**config.mk**
```make
export PLATFORM = sky130hd
export DESIGN_NAME = mem_port_ctrl
export DESIGN_NICKNAME = d
export VERILOG_FILES = /design/src/rtl/mem_port_ctrl.sv
export SDC_FILE = /design/constraint.sdc
export NUM_CORES = 1
export LEC_CHECK = 0
export ABC_CLOCK_PERIOD_IN_PS = 4800
export BUFFER_PORTS_ARGS = -buffer_cell sky130_fd_sc_hd__buf_4
export CORE_MARGIN = 3
export CORE_UTILIZATION = 48
export CTS_CLUSTER_SIZE = 40
export DETAILED_ROUTE_END_ITERATION = 10
export GPL_ROUTABILITY_DRIVEN = 0
export MAX_ROUTING_LAYER = met4
export PLACE_DENSITY = 0.8
export SKIP_CTS_REPAIR_TIMING = 1
export SYNTH_ARGS = -nofsm -noshare
export SYNTH_HDL_FRONTEND = slang
export SYNTH_SLANG_ARGS = --single-unit
export TNS_END_PERCENT = 1
```
**constraint.sdc**
```tcl
create_clock -name clk -period 4.8 [get_ports clk]
set_input_delay 0.48 -clock clk [delete_from_list [all_inputs] [get_ports clk]]
set_output_delay 0.48 -clock clk [all_outputs]
set_load 0.01 [all_outputs]
```
**src/rtl/mem_port_ctrl.sv**
```systemverilog
// -----------------------------------------------------------------------------
// mem_port_ctrl
//
// Single-port memory controller sitting between a CPU request channel and a
// word-addressed memory with combinational read data. One request is in
// flight at a time: it is accepted in IDLE, checked, and then either rejected
// with an error pulse or played out on the memory strobes. A response pulse
// follows every accepted request.
//
// Optional feature (compile-time macro MEM_PORT_WPROT_EN):
//   When defined, non-fetch stores to the instruction region
//   (word index < INST_WORDS) are rejected with code 2'b11.
//   When undefined, such stores proceed normally and code 2'b11 never occurs.
//
// Parameters
//   WAIT_CYCLES  extra ACCESS cycles before read data is captured (0..15)
//   ADDR_WORDS   number of 32-bit words in the attached memory
//   INST_WORDS   words 0..INST_WORDS-1 form the instruction region
//
// Ports
//   clk            in   clock
//   reset          in   asynchronous, active-high reset
//   req_valid      in   CPU request present
//   req_ready      out  controller can accept a request
//   req_write      in   1 = store, 0 = load
//   req_fetch      in   instruction fetch (forces a read)
//   req_addr       in   byte address
//   req_wdata      in   store data
//   resp_valid     out  one-cycle completion pulse
//   resp_err       out  request rejected (qualified by resp_valid)
//   resp_err_code  out  01 misaligned, 10 out of range, 11 write-protect
//   ir_out         out  instruction register
//   mdr_out        out  memory data register
//   mem_addr       out  memory byte address (latched request address)
//   mem_wdata      out  memory write data (latched request data)
//   mem_read       out  memory read strobe
//   mem_write      out  memory write strobe
//   mem_rdata      in   combinational memory read data
// -----------------------------------------------------------------------------
module mem_port_ctrl #(
    parameter int WAIT_CYCLES = 1,
    parameter int ADDR_WORDS  = 256,
    parameter int INST_WORDS  = 32
) (
    input  logic        clk,
    input  logic        reset,
    input  logic        req_valid,
    output logic        req_ready,
    input  logic        req_write,
    input  logic        req_fetch,
    input  logic [31:0] req_addr,
    input  logic [31:0] req_wdata,
    output logic        resp_valid,
    output logic        resp_err,
    output logic [1:0]  resp_err_code,
    output logic [31:0] ir_out,
    output logic [31:0] mdr_out,
    output logic [31:0] mem_addr,
    output logic [31:0] mem_wdata,
    output logic        mem_read,
    output logic        mem_write,
    input  logic [31:0] mem_rdata
);

    // FSM encoding
    localparam logic [1:0] ST_IDLE   = 2'b00;
    localparam logic [1:0] ST_ACCESS = 2'b01;
    localparam logic [1:0] ST_RESP   = 2'b10;
    localparam logic [1:0] ST_ERR    = 2'b11;

    // Error codes reported on resp_err_code
    localparam logic [1:0] CODE_NONE     = 2'b00;
    localparam logic [1:0] CODE_MISALIGN = 2'b01;
    localparam logic [1:0] CODE_RANGE    = 2'b10;
    localparam logic [1:0] CODE_WPROT    = 2'b11;

    localparam logic [31:0] ADDR_WORDS_L = 32'(ADDR_WORDS);
    localparam logic [31:0] INST_WORDS_L = 32'(INST_WORDS);
    localparam logic [3:0]  WAIT_L       = 4'(WAIT_CYCLES);

`ifdef MEM_PORT_WPROT_EN
    localparam logic WPROT_EN = 1'b1;
`else
    localparam logic WPROT_EN = 1'b0;
`endif

    // Classify a request address; the checks are ordered so that the
    // highest-priority fault wins (misaligned, then range, then protect).
    function automatic logic [1:0] classify(
        input logic [31:0] addr,
        input logic        wprot_hit
    );
        logic [31:0] word;
        word = {2'b00, addr[31:2]};
        if (addr[1:0] != 2'b00) begin
            classify = CODE_MISALIGN;
        end else if (word >= ADDR_WORDS_L) begin
            classify = CODE_RANGE;
        end else if (wprot_hit) begin
            classify = CODE_WPROT;
        end else begin
            classify = CODE_NONE;
        end
    endfunction

    // Control state
    logic [1:0]  state_q,      state_d;
    logic        pend_q,       pend_d;
    logic [3:0]  cnt_q,        cnt_d;
    logic [1:0]  chk_code_q,   chk_code_d;

    // Latched request
    logic [31:0] addr_q,       addr_d;
    logic [31:0] wdata_q,      wdata_d;
    logic        write_q,      write_d;
    logic        fetch_q,      fetch_d;

    // Registered outputs
    logic        req_ready_q,  req_ready_d;
    logic        resp_valid_q, resp_valid_d;
    logic        resp_err_q,   resp_err_d;
    logic [1:0]  resp_code_q,  resp_code_d;
    logic        mem_read_q,   mem_read_d;
    logic        mem_write_q,  mem_write_d;
    logic [31:0] ir_q,         ir_d;
    logic [31:0] mdr_q,        mdr_d;

    // Combinational helpers
    logic        accept_s;
    logic        write_eff_s;
    logic        inst_region_s;
    logic        wprot_hit_s;
    logic        capture_s;

    assign accept_s      = req_valid & req_ready_q;
    assign write_eff_s   = req_write & ~req_fetch;
    assign inst_region_s = ({2'b00, req_addr[31:2]} < INST_WORDS_L);
    assign wprot_hit_s   = WPROT_EN & write_eff_s & inst_region_s;

    // Next-state logic: IDLE accepts and checks, ACCESS counts down the
    // wait cycles, RESP/ERR each last a single cycle.
    always_comb begin
        state_d    = state_q;
        pend_d     = pend_q;
        cnt_d      = cnt_q;
        chk_code_d = chk_code_q;
        addr_d     = addr_q;
        wdata_d    = wdata_q;
        write_d    = write_q;
        fetch_d    = fetch_q;
        capture_s  = 1'b0;

        case (state_q)
            ST_IDLE: begin
                if (pend_q) begin
                    // Request was latched last edge; its classification
                    // decides between an error pulse and a memory access.
                    pend_d = 1'b0;
                    if (chk_code_q != CODE_NONE) begin
                        state_d = ST_ERR;
                    end else begin
                        state_d = ST_ACCESS;
                        cnt_d   = WAIT_L;
                    end
                end else if (accept_s) begin
                    pend_d     = 1'b1;
                    addr_d     = req_addr;
                    wdata_d    = req_wdata;
                    write_d    = write_eff_s;
                    fetch_d    = req_fetch;
                    chk_code_d = classify(req_addr, wprot_hit_s);
                end else begin
                    state_d = ST_IDLE;
                end
            end
            ST_ACCESS: begin
                if (cnt_q == 4'd0) begin
                    state_d   = ST_RESP;
                    capture_s = ~write_q;
                end else begin
                    cnt_d = cnt_q - 4'd1;
                end
            end
            ST_RESP: begin
                state_d = ST_IDLE;
            end
            ST_ERR: begin
                state_d = ST_IDLE;
            end
            default: begin
                state_d = ST_IDLE;
            end
        endcase
    end

    // Output next values, derived from the next state so every output is a
    // flop that changes on the same edge as the state it belongs to.
    always_comb begin
        req_ready_d  = (state_d == ST_IDLE) & ~pend_d;
        resp_valid_d = (state_d == ST_RESP) | (state_d == ST_ERR);
        resp_err_d   = (state_d == ST_ERR);
        if (state_d == ST_ERR) begin
            resp_code_d = chk_code_d;
        end else begin
            resp_code_d = CODE_NONE;
        end
        // Reads strobe for the whole access; a write strobes only in the
        // final access cycle so the memory sees exactly one write edge.
        mem_read_d  = (state_d == ST_ACCESS) & ~write_d;
        mem_write_d = (state_d == ST_ACCESS) & write_d & (cnt_d == 4'd0);
        if (capture_s && fetch_q) begin
            ir_d  = mem_rdata;
            mdr_d = mdr_q;
        end else if (capture_s) begin
            ir_d  = ir_q;
            mdr_d = mem_rdata;
        end else begin
            ir_d  = ir_q;
            mdr_d = mdr_q;
        end
    end

    // Control and request-latch registers
    always_ff @(posedge clk or posedge reset) begin
        if (reset) begin
            state_q    <= ST_IDLE;
            pend_q     <= 1'b0;
            cnt_q      <= 4'd0;
            chk_code_q <= CODE_NONE;
            addr_q     <= 32'd0;
            wdata_q    <= 32'd0;
            write_q    <= 1'b0;
            fetch_q    <= 1'b0;
        end else begin
            state_q    <= state_d;
            pend_q     <= pend_d;
            cnt_q      <= cnt_d;
            chk_code_q <= chk_code_d;
            addr_q     <= addr_d;
            wdata_q    <= wdata_d;
            write_q    <= write_d;
            fetch_q    <= fetch_d;
        end
    end

    // Output registers; reset drops the strobes and response at once
    always_ff @(posedge clk or posedge reset) begin
        if (reset) begin
            req_ready_q  <= 1'b1;
            resp_valid_q <= 1'b0;
            resp_err_q   <= 1'b0;
            resp_code_q  <= CODE_NONE;
            mem_read_q   <= 1'b0;
            mem_write_q  <= 1'b0;
            ir_q         <= 32'd0;
            mdr_q        <= 32'd0;
        end else begin
            req_ready_q  <= req_ready_d;
            resp_valid_q <= resp_valid_d;
            resp_err_q   <= resp_err_d;
            resp_code_q  <= resp_code_d;
            mem_read_q   <= mem_read_d;
            mem_write_q  <= mem_write_d;
            ir_q         <= ir_d;
            mdr_q        <= mdr_d;
        end
    end

    assign req_ready     = req_ready_q;
    assign resp_valid    = resp_valid_q;
    assign resp_err      = resp_err_q;
    assign resp_err_code = resp_code_q;
    assign mem_read      = mem_read_q;
    assign mem_write     = mem_write_q;
    assign ir_out        = ir_q;
    assign mdr_out       = mdr_q;
    assign mem_addr      = addr_q;
    assign mem_wdata     = wdata_q;

endmodule

```
Yosys cells after proc, flatten, opt, wreduce, memory -nomap -nowiden
Index checks and enable logic that the tools add are counted.

Flip-flop bits (word level): 146. Bits of input ports: 101. Output and inout bits: 135. Logic and storage cells: 70.

$add $sub $neg: 1. Order comparisons: 1. Equal/unequal tests: 6. Multiplexer cells: 23. Bitwise gates (word level): 13. Reductions and logical operators: 10.

Operator list (number): $ge 30x9->1 const B (1); $mux 2 (10); $mux 4 (3); $eq 2x2->1 const B (4); $logic_not 4->1 (2); $mux 1 (8); $pmux 4 s2 (1); $and 1x1->1 (6); $not 1->1 (6); $pmux 2 s3 (1); $eq 2x1->1 const B (2); $logic_not 2->1 (2); $reduce_bool 2->1 (2); $sub 4x1->4 const B (1); $reduce_and 3->1 (1); $reduce_and 2->1 (1); $reduce_or 2->1 (1); $logic_and 1x1->1 (1); $or 1x1->1 (1).

Longest topological paths before layout
Depth after elaboration: 7. Mapped depth: 8.

Worst setup path after synthesis
No wires, ideal clock.

Path kind: register to register. Start point: register cnt_q[0]. End point: register mdr_q[20] (netlist: mdr_out[20]). Setup time: 125 ps. Data arrival time: 1753 ps. Setup slack: 2922 ps. Stages on the path, launching flop included: 8. Path buffers: 1. Clock period less this slack: 1878 ps. Cells stage by stage: dfrtp_1 -> inv_1 -> ha_1 -> nor3b_2 -> nand2_2 -> nor3_4 -> buf_4 -> mux2_2.

Longest elaborated chain between the ends: 6.

RTL lines: start, declared (RTL line 109) `logic [3:0] cnt_q, cnt_d;`; start signal, assigned (RTL line 237) `cnt_q <= cnt_d;`; $logic_not 4->1 * (RTL line 177) `if (cnt_q == 4'd0) begin`; $mux 1 * (RTL line 177); $mux 1 * (RTL line 153) `case (state_q)`; $logic_and 1x1->1 (RTL line 211) `if (capture_s && fetch_q) begin`; $not 1->1 (no source line); $reduce_and 2->1 (no source line) *; end signal, assigned (RTL line 265) `mdr_q <= mdr_d;`; end, declared (RTL line 126) `logic [31:0] mdr_q, mdr_d;`.

Every way passes the cells marked *; elsewhere a longest branch is shown, timed or not. A chain may end at the register's enable or synchronous reset.

Worst setup path after layout
Start point: register cnt_q[0]. End point: register mdr_q[22] (netlist: mdr_out[22]).

The elaborated chain is that of the path after synthesis.

==> results.cfg <==
[routing]
routedWlPerCell_um = 15.9
drc_errors = 0
drtAntennaViolNets = 0
routed_via_density = 5.04
vias = 4419
drt_wl_total_um = 14000
firstDrtPassIters = 4
drt_iter0_markers = 252

[timing]
worstMarginPinSlew_ns = 1.24
max_slew_margin_pct = 16.8
finalCritPeriodShare_pct = 47.0
fin_ws_ns = 2.55
final.setup_skew_ns = 0.00784
hold_violations = 0
report.final.slew_viol_count = 0
period_minus_slack_ns = 2.25
fin_tns_setup_ns = 0
rsz0062_at_grt = no
worst_hold_slack_ns = 0.257
fmax_mhz = 444
finalSetupViolations = 0

[floorplan]
start_util_pct = 50.5
core_sq_um = 11200
ios = 236
die_w_um = 114
die_h_um = 114
rows = 38
dieArea_sq_um = 13100

[worst_setup_path]
crit_fanout = 32
crit_required_ns = 5.09
crit_path_start_kind = register
reg2reg_slack_ns = 2.55
r2r_end = mdr_out[22]
arrival_ns = 2.54
crit_path_end_kind = register
reg2reg_depth = 7
path_class = reg -> reg
r2r_start = cnt_q[0]

[synth]
synth-xor-area-share_pct = 0
synth_area_leader_cell = dfrtp_1
synthTopCellsByArea = dfrtp_1 (64%), nand2_1 (13%), mux2_2 (12%)
muxShareOfSynthArea_pct = 12.8
synthesis.nets = 594
synth_edf_count = 0
yosys_warnings = 0
synthAdderAreaFrac_pct = 0.222
synth_cell_types = 37
synth_top_family_by_area = simple AND/OR/NAND/NOR gates
synthArstFlopShare_pct = 100
ys_ff_latch = 146
synth_flop_cell = dfrtp_1
avgSynthCellArea_sq_um = 11.5
synth_compound_area_share_pct = 1.60
synth_top_area_share_pct = 64.2
syn_area_sq_um = 5650
synth_cells = 492
synth-simple-area-share_pct = 17.9
synth_most_common_cell = nand2_1
ys_top_cells_by_count = nand2_1 (202), dfrtp_1 (145), mux2_2 (58), buf_2 (12), inv_1 (8)
yosysSeqAreaShare_pct = 64.7

[cts]
clk_latency_ns = 0.41
numCtsBuffers = 17
cts_htree_levels = 4
cts_max_path_buffers = 2
clockRootBuffer = clkbuf_16
cts_tree = done
cts_sinks = 146
path_clk_slew_ns = 0.05

[layout]
fin_nets = 829
layout-drive-gt1-share_pct = 45.7
stdcell_area_sq_um = 8050
final.fill_count = 799
syn2layout_area_growth_pct = 42.5
utilization_pct = 72.0
layout.cells.non_filler = 876
diodes = 0

[power]
intPower_mw = 3.76
p_seq_share_pct = 39.0
p_sw_mw = 1.86
power_mw = 5.61
switching_share_pct = 33.1
pwr-share-comb_pct = 39.0
power_density_nw_per_um2 = 697
ir_drop_mv = 0.450
clockPowerShare_pct = 22.0
p_leak_nw = 4.23

[global_routing]
grt_max_degree = 110
grt_pass1_vias = 4736
grtUsageTotal_pct = 22.8
antenna_found_initial = 0
grt_first_pass_wirelength_um = 22700
overflow = 0

[place]
io_buffers = 235
place_inst = 848
place_area_sq_um = 7490
hpwl_um = 10200
dpl_worst_slack_ns = 2.57

[run_status]
outcome = complete, no violations

[hold_path]
hold_class = in -> async

[run]
cap_violations = 0
worst max-delay path by stage:
| stage | from | endpoint | depth (start not counted) |
|---|---|---|---|
| 6_report | cnt_q[0] | mdr_out[22] | 7 |
| 3_5_place_dp | cnt_q[0] | mdr_out[22] | 7 |
| 3_3_place_gp | cnt_q[0] | mdr_out[19] | 7 |
| 2_1_floorplan | reset | chk_code_q[0] | 1 |
| 4_1_cts | cnt_q[0] | mdr_out[22] | 7 |
| 5_1_grt | state_q[0] | chk_code_q[1] | 4 |
state kept, by name (all words and copies together) (netlist names), 2 cells and up:
name / flops
chk_code_q: 2
cnt_q: 4
ir_out: 32
mdr_out: 32
mem_addr: 32
mem_wdata: 32
resp_err_code: 2
state_q: 2
power by group through the flow:
stage	Combinational (mW)	Sequential [mW]	Clock (mW)
after CTS	2.23	2.19	1.27
after global routing	2.40	2.27	1.33
after detailed placement	2.23	2.20	0
after floorplan	0.876	2.39	0
after global placement	2.15	2.17	0
final	2.19	2.19	1.24
cell usage in the layout (no fill, tap or decap), types with 2 or more instances in the layout:
| master | count |
|---|---|
| mux2_1 | 6 |
| inv_1 | 7 |
| clkbuf_8 | 3 |
| dfrtp_1 | 145 |
| nand2_1 | 201 |
| nor2_1 | 6 |
| o21ai_0 | 2 |
| nand4_1 | 3 |
| a21oi_1 | 3 |
| a31oi_1 | 3 |
| clkinv_2 | 5 |
| nand3b_1 | 3 |
| o211ai_1 | 2 |
| nand3_1 | 2 |
| nor4_1 | 6 |
| buf_4 | 239 |
| nor3_1 | 2 |
| nand2_2 | 2 |
| bufinv_16 | 2 |
| mux2_2 | 58 |
| clkbuf_16 | 17 |
routing by layer:
metal | wire, um | vias to the layer above | global-route usage, %
li1 | - | 2063 | -
met1 | 5370 | 2121 | 26.8
met3 | 1380 | 27 | 6.92
met4 | 334 | 0 | 10.1
met5 | 0 | - | -
met2 | 6870 | 208 | 36.5
kinds of logic after synthesis:
| group | after synthesis |
|---|---|
| simple gates | 236 |
| flops | 146 |
| mux | 64 |
| buf+inv | 31 |
| compound gates | 14 |
| fa+ha+maj | 1 |
cell type report:
| cell class | instances | area, sq um | share of cell area, % |
|---|---|---|---|
| sequential | 146 | 3650 | 45.4 |
| multi-input combinational | 315 | 1840 | 22.8 |
| clock inverter | 7 | 85.1 | 1.06 |
| timing repair buffer | 239 | 1790 | 22.3 |
| tap | 140 | 175 | 2.18 |
| inverter | 8 | 35.0 | 0.435 |
| clock buffer | 21 | 470 | 5.84 |
critical path, stage by stage (launching register included):
cell     delay, ns
dfrtp_1       0.40
inv_1         0.09
ha_1          0.19
nor3b_2       0.35
nand2_2       0.16
nor3_4        0.12
buf_4         0.40
mux2_2        0.40
Power figures use the tool's default switching activity.
